### src/rtl/fetch_decode_stage.sv
// rtl/fetch_decode_stage.sv - RV32 fetch stage with IF/ID pipeline register.
// Zero-latency imem handshake, hazard-unit stall/flush, saturating bubble/redirect counters.
module fetch_decode_stage #(
  parameter logic [31:0] RESET_VECTOR = 32'h0000_0000,
  parameter logic [31:0] NOP_INSTR    = 32'h0000_0013
) (
  input  logic        clk,
  input  logic        rst,
  input  logic        StallF,
  input  logic        StallD,
  input  logic        FlushD,
  input  logic        PCSrcE,
  input  logic [31:0] PCTargetE,
  input  logic        imem_ready,
  input  logic [31:0] imem_rdata,
  output logic        imem_req,
  output logic [31:0] imem_addr,
  output logic [31:0] InstrD,
  output logic [31:0] PCD,
  output logic [31:0] PCPlus4D,
  output logic        ValidD,
  output logic [4:0]  Rs1D,
  output logic [4:0]  Rs2D,
  output logic [4:0]  RdD,
  output logic [15:0] bubble_cnt,
  output logic [15:0] redirect_cnt
);

  typedef enum logic [1:0] {BOOT, FETCH, MISS} state_t;

  state_t      state_q, state_d;
  logic [31:0] pcf_q, pcf_d;
  logic [31:0] instr_q, instr_d;
  logic [31:0] pcd_q, pcd_d;
  logic [31:0] pc4d_q, pc4d_d;
  logic        valid_q, valid_d;
  logic [15:0] bubble_cnt_q, bubble_cnt_d;
  logic [15:0] redirect_cnt_q, redirect_cnt_d;
  logic [31:0] pcf_plus4;
  logic        fetch_ok;
  logic        write_bubble;

  always_comb begin
    state_d        = state_q;
    pcf_d          = pcf_q;
    instr_d        = instr_q;
    pcd_d          = pcd_q;
    pc4d_d         = pc4d_q;
    valid_d        = valid_q;
    bubble_cnt_d   = bubble_cnt_q;
    redirect_cnt_d = redirect_cnt_q;
    pcf_plus4      = pcf_q + 32'd4;
    // A redirect while missing abandons the outstanding fetch, so its data is never usable.
    fetch_ok       = (state_q != BOOT) && imem_ready && !(state_q == MISS && PCSrcE);
    write_bubble   = FlushD || (!StallD && !fetch_ok);

    case (state_q)
      BOOT:    state_d = FETCH;
      FETCH:   if (!imem_ready && !PCSrcE) state_d = MISS;
      MISS:    if (imem_ready || PCSrcE) state_d = FETCH;
      default: state_d = BOOT;
    endcase

    if (PCSrcE) begin
      pcf_d = PCTargetE;
    end else if (state_q != BOOT && !StallF && imem_ready) begin
      pcf_d = pcf_plus4;
    end

    if (write_bubble) begin
      instr_d = NOP_INSTR;
      valid_d = 1'b0;
      if (bubble_cnt_q != 16'hFFFF) bubble_cnt_d = bubble_cnt_q + 16'd1;
    end else if (!StallD) begin
      instr_d = imem_rdata;
      pcd_d   = pcf_q;
      pc4d_d  = pcf_plus4;
      valid_d = 1'b1;
    end

    if (PCSrcE && redirect_cnt_q != 16'hFFFF) redirect_cnt_d = redirect_cnt_q + 16'd1;
  end

  always_ff @(posedge clk or posedge rst) begin
    if (rst) begin
      state_q        <= BOOT;
      pcf_q          <= RESET_VECTOR;
      instr_q        <= NOP_INSTR;
      pcd_q          <= 32'd0;
      pc4d_q         <= 32'd0;
      valid_q        <= 1'b0;
      bubble_cnt_q   <= 16'd0;
      redirect_cnt_q <= 16'd0;
    end else begin
      state_q        <= state_d;
      pcf_q          <= pcf_d;
      instr_q        <= instr_d;
      pcd_q          <= pcd_d;
      pc4d_q         <= pc4d_d;
      valid_q        <= valid_d;
      bubble_cnt_q   <= bubble_cnt_d;
      redirect_cnt_q <= redirect_cnt_d;
    end
  end

  assign imem_req     = (state_q != BOOT);
  assign imem_addr    = pcf_q;
  assign InstrD       = instr_q;
  assign PCD          = pcd_q;
  assign PCPlus4D     = pc4d_q;
  assign ValidD       = valid_q;
  assign Rs1D         = instr_q[19:15];
  assign Rs2D         = instr_q[24:20];
  assign RdD          = instr_q[11:7];
  assign bubble_cnt   = bubble_cnt_q;
  assign redirect_cnt = redirect_cnt_q;

endmodule
### config.mk
export PLATFORM = sky130hd
export DESIGN_NAME = fetch_decode_stage
export DESIGN_NICKNAME = d
export VERILOG_FILES = /design/src/rtl/fetch_decode_stage.sv
export SDC_FILE = /design/constraint.sdc
export NUM_CORES = 1
export LEC_CHECK = 0
export ABC_AREA = 1
export CAP_MARGIN = 10
export CORE_ASPECT_RATIO = 1.5
export CORE_MARGIN = 5
export CORE_UTILIZATION = 35
export CTS_BUF_LIST = sky130_fd_sc_hd__clkbuf_4
export DETAILED_ROUTE_END_ITERATION = 16
export GPL_TIMING_DRIVEN = 0
export PLACE_DENSITY = 0.7
export SLEW_MARGIN = 25
export SYNTH_ARGS = -nofsm -noshare
export SYNTH_HDL_FRONTEND = slang
export SYNTH_SLANG_ARGS = --single-unit
### constraint.sdc
create_clock -name clk -period 7.3 [get_ports clk]
set_input_delay 1.825 -clock clk [delete_from_list [all_inputs] [get_ports clk]]
set_output_delay 1.825 -clock clk [all_outputs]
set_load 0.03 [all_outputs]
* Yosys cells after proc, flatten, opt, wreduce, memory -nomap -nowiden
Index checks and enable logic that the tools add are counted.
Widths: inputs -> output; s select.
** Word-level totals
- Flip-flop bits (word level) :: 163
- Output and inout bits :: 177
- Logic and storage cells :: 51
** Cells by class
- $add $sub $neg :: 3
- Equality and inequality tests :: 7
- Mux-type cells :: 9
- Bitwise logic cells :: 2
- Reduce and logical (&&, ||, !) cells :: 22
** Operator list (number)
- $mux 32 :: 4
- $add 16x1->16 const B :: 2
- $add 32x3->32 const B :: 1
- $ne 16x16->1 const B :: 2
- $logic_and 1x1->1 :: 8
- $logic_not 1->1 :: 6
- $pmux 2 s3 :: 1
- $reduce_and 2->1 :: 3
- $mux 2 :: 2
- $ne 2x1->1 const B :: 2
- $reduce_bool 2->1 :: 2
- $eq 2x1->1 const B :: 1
- $eq 2x2->1 const B :: 1
- $logic_not 2->1 :: 1
- $logic_or 1x1->1 :: 2
- $mux 1 :: 2
- $ne 2x2->1 const B :: 1
- $not 1->1 :: 2

* Logic depth before layout (Yosys ltp)
- Word-level depth :: 9
- Mapped depth :: 10
- Gate-level depth less buffers :: 10

* Least setup slack after synthesis
No wires, ideal clock.
- Path kind :: input to register
- Start :: in PCSrcE
- End :: reg pc4d_q[11], in the netlist PCPlus4D[11]
- Arrival :: 2.660 ns
- Data required time :: 7.183 ns
- Setup slack :: 4.523 ns
- Stages :: 10
- Path buffers :: 2
- Cell sequence :: inv_2 nand2_1 nand2_1 nand2_1 nor2_2 inv_2 buf_4 buf_2 nand2_1 nand2_1
** On the way
- Longest elaborated chain between the ends :: 8
** Ends and longest elaborated chain
- start: declaration :: RTL line 12 : input logic PCSrcE,
- $logic_and 1x1->1 :: RTL line 54 : fetch_ok = (state_q != BOOT) && imem_ready && !(state_q == MISS && PCSrcE);
- $logic_not 1->1 :: RTL line 54
- $logic_and 1x1->1 :: RTL line 54
- $logic_not 1->1 :: RTL line 55 : write_bubble = FlushD || (!StallD && !fetch_ok);
- $logic_and 1x1->1 :: RTL line 55
- $logic_or 1x1->1 :: RTL line 55
- $not 1->1 (no line)
- $reduce_and 2->1 (no line)
- end signal: assignment :: RTL line 99 : pc4d_q <= pc4d_d;
- end: declaration :: RTL line 35 : logic [31:0] pc4d_q, pc4d_d;
No other way between the ends.
A chain may end at the register's enable or synchronous reset.

* Final worst setup path
- Start :: reg state_q[0]
- End :: out imem_req
** On the way
- Longest elaborated chain between the ends :: 1
** Ends and longest elaborated chain
- start: declaration :: RTL line 31 : state_t state_q, state_d;
- start signal: assignment :: RTL line 95 : state_q <= state_d;
- $reduce_bool 2->1 :: RTL line 106 : assign imem_req = (state_q != BOOT);
- end: declaration :: RTL line 16 : output logic imem_req,
No other way between the ends.

==> results.md <==
Status:
- The flow ran to the end, and the final reports show no timing, DRC or antenna violations.

Layout:
- The final-layout fill cell count is ~2100.
- The final net count is between 1000 and 1500.
- Leaving out fill and tap cells, the most frequent cells in the layout are sky130_fd_sc_hd__nand2_1, sky130_fd_sc_hd__clkdlybuf4s50_1, sky130_fd_sc_hd__dfrtp_1.
- The number of standard cells in the final layout excluding fillers is 1535.
- Leaving out fill and tap cells, the most frequent cell in the layout is sky130_fd_sc_hd__nand2_1.
- Compared with the post-synthesis result, the final layout area differs by 40.8%.
- The share of cells above drive strength 1 is between 7 and 8%.

STA:
- Setup violations remaining at the end of the flow were counted as 0.
- On the final layout, the worst clock skew is about 0.021 ns.
- The worst slew slack as a fraction of its limit is a little under three fifths.
- The hold slack is about 0.49 ns.
- Setup repair after global routing left no endpoint under its margin.
- At the pin with the least slew margin, the transition time is ~0.65 ns.
- The achievable clock frequency is 0.270 GHz.
- The hold violation count in the final report is 0.
- The number of pins with negative max-slew slack in the final report is 0.
- The final period utilization is about half.
- Setup slack on the critical path of the routed design comes to ~3.6 ns.
- The sum of negative setup slack is 0 ns.
- Counting I/O delays and the setup requirement, the final critical path takes 3.71 ns.

Global route:
- met2 is the most crowded layer.
- The pin count of the biggest net entering global routing is 90.
- The initial antenna violation count is 6.
- For met2 alone, demand over resource in global routing was 33.5%.
- Summed over all layers, the global routing overflow is 0.
- The first global-routing pass estimated 39300 microns of wire.
- Global routing used between 20% and 30% of the available met1 tracks.
- The total global-route track usage is 19.3%.
- Global routing consumed, on the met3 layer, roughly 5% of the routing resources.
- The via count of the first global-routing pass is ~7200.

CTS:
- In this run the deepest clock path goes through 2 buffers.
- The clock transition time at the flip-flop clock pins of the worst setup and hold paths is roughly 0.14 ns.
- The number of buffers inserted to repair setup after CTS is 0.
- Clock tree synthesis found a total of around 160 sinks.
- The CTS tree is done.
- Gates resized during post-CTS repair numbered 0.
- The CTS buffer count is 17.
- The number of hold-repair buffers added at the cts stage is 0.
- The clock latency on the worst-skew pair is about 0.59 ns.
- The number of H-tree levels is 4.
- The tree is rooted in a sky130_fd_sc_hd__clkbuf_4.

Logic synthesis:
- The sequential share of the synthesized area is between 50 and 60%.
- Summed over all instances, the cell type with the most area after synthesis is sky130_fd_sc_hd__dfrtp_1.
- The count of state elements after synthesis is 161.
- The share of the synthesized area in the top cell type is between 50% and 60%.
- The number of distinct library cell variants in the gate-level netlist after synthesis is 32.
- The average size of a mapped cell is roughly 8 sq um.
- The count of mapped cells out of synthesis is about 970.
- For this run, the number of Yosys warnings is 0.
- The netlist area before placement is 7840 sq um.
- The number of nets handed over by synthesis was approximately 1000.
- In the post-synthesis netlist, the biggest area contributors are sky130_fd_sc_hd__dfrtp_1, sky130_fd_sc_hd__nand2_1, sky130_fd_sc_hd__o21ai_0, sky130_fd_sc_hd__inv_1, sky130_fd_sc_hd__a22o_1.

Floorplanning:
- After floorplanning, the core was divided into 67 placement rows.
- In this run the vertical extent of the chip is 193 microns.
- The area inside the core boundary is 22200 sq um.
- The effective utilization at floorplan is between 30% and 40%.
- The total I/O pin count is ~250.
- The floorplan die width is 132 microns.
- The die covers 25500 sq um.

Detailed routing:
- The via-per-instance ratio is between 4 and 5.
- Summing over every cut layer, the via total after detailed routing is between 7000 and 8000.
- The average wire per cell in the routed design is approximately 16 microns.
- In this run the remaining antenna-violating nets after routing total 0.
- The first-pass detailed-route iteration total is 4.
- For this block, the routed nets add up to roughly 25000 microns of wire.
- After detailed routing, the number of remaining DRC violations is 0.
- The detailed router finished its first iteration with 365 violations.

Hold path:
- The worst hold path cell count is 2.
- The tightest min-delay check is of the flip-flop to flip-flop type.

Setup path:
- The number of cells on the critical path is 3.
- The type of the setup path with the least slack is flip-flop to output pin.
- The largest single stage delay on the critical path is around 0.6 ns.
- The kind of cell adding the most delay to the critical path is buffers and inverters.
- The critical path data required time is between 5 and 6 ns.
- STA classifies the critical path endpoint as an output pin.
- The element type at the critical path start is a flip-flop.
- The number of cells traversed by the worst register-to-register path is 9.
- The slowest stage of the critical path is the sky130_fd_sc_hd__clkdlybuf4s50_1 cell.
- The worst path arrival time is 1.88 ns.
- In this run the worst path has a maximum fanout of 3.
- Traced cell by cell, the critical path runs through nor2_1, inv_1, clkdlybuf4s50_1.
- The buffering stage count on the worst path with inverters included is 2.

Power and ir drop:
- For this design the ratio of total power to cell area is approximately 260 nW/um^2.
- Total power for the finished layout comes to approximately 2.8 mW.
- The leakage power is 5.16 nW.
- IR analysis of the VDD net gives a maximum drop of ~0.13 mV.

Placement:
- Including well taps, the total number of placed cells is roughly 1500.
- Routability-driven placement finished with a final weighted congestion of 0.879.
- The count of input and output buffers is approximately 250.
- The wire-length estimate of the detail-placed layout is 19200 microns.
- The pre-CTS setup slack is between 3 and 4 ns.

Job:
- The max-cap violation count is 0.
[cells by family after synthesis]
family | count (synthesis) | synth area share, %
AO/OA/AOI/OAI | 116 | 9.50
XOR/XNOR | 37 | 4.14
adder cells (fa/ha/maj) | 3 | 0.479
buffers and inverters | 148 | 8.61
flip-flops | 161 | 51.5
AND/OR/NAND/NOR | 509 | 25.8
[cell type report]
cell class | instances | area [sq um] | area share (%)
Antenna cell | 5 | 12.5 | 0.113
Clock inverter | 15 | 206 | 1.87
Clock buffer | 17 | 128 | 1.16
Tap cell | 276 | 345 | 3.13
Inverter | 98 | 375 | 3.40
Buffer | 50 | 307 | 2.78
Multi-Input combinational cell | 665 | 3130 | 28.4
Timing Repair Buffer | 248 | 2500 | 22.7
Sequential cell | 161 | 4030 | 36.5
[sequential cells by signal, summed over array words and instances, names as in the netlist]
name / flops
bubble_cnt: 16
imem_addr: 32
ValidD: 1
PCD: 32
PCPlus4D: 30
InstrD: 32
state_q: 2
redirect_cnt: 16
[stage by stage]
stage / utilization, % / instance area [sq um]
final: 49.7 / 11000
after detailed placement: 48.1 / 10700
after global routing: 49.7 / 11000
after floorplan: - / 7840
after CTS: 49.6 / 11000
after global placement: 48.0 / 10700
[worst min-delay path: cells and delay by family, from the launching register on]
| kind | cells | cell delay (ns) |
|---|---|---|
| flip-flops | 1 | 0.37 |
| AND/OR/NAND/NOR | 2 | 0.10 |
[path summary, 6_finish.rpt]
check / start / endpoint / slack [ns]
max: state_q[0]$_DFFE_PP0P_ / imem_req / 3.59
min: PCPlus4D[4]$_DFFE_PP0P_ / PCPlus4D[4]$_DFFE_PP0P_ / 0.49
max reg2reg: bubble_cnt[0]$_DFFE_PP0P_ / bubble_cnt[13]$_DFFE_PP0P_ / 5.38
min reg2reg: PCPlus4D[4]$_DFFE_PP0P_ / PCPlus4D[4]$_DFFE_PP0P_ / 0.49
max in group asynchronous: rst / PCD[24]$_DFFE_PP0P_ / 4.77
min in group asynchronous: rst / bubble_cnt[9]$_DFFE_PP0P_ / 1.71
[power breakdown]
group | switching [mW] | total, mW | internal [mW]
sequential | 0.146 | 1.19 | 1.04
clock | 0.339 | 0.614 | 0.275
combinational | 0.618 | 1.04 | 0.421
total | 1.10 | 2.84 | 1.74
[routing by layer]
layer	up-vias	wire length (microns)
li1	3575	-
met3	39	1420
met5	-	13
met1	3356	10100
met4	2	793
met2	230	12500
[synthesized netlist by cell type, drive strengths merged]
cell / number
ha: 3
nand4: 7
dfstp: 3
o21a: 1
o211ai: 4
dfrtp: 158
o21ai: 74
a22o: 29
o22a: 3
nor3: 5
nand2: 384
xnor2: 8
o21bai: 3
nor2: 72
clkbuf: 14
and2: 1
buf: 36
inv: 98
xor2: 29
nor4: 1
nand3b: 2
a21oi: 1
a31oi: 1
nand3: 37
Note: power is estimated with default switching activity, not from simulation.
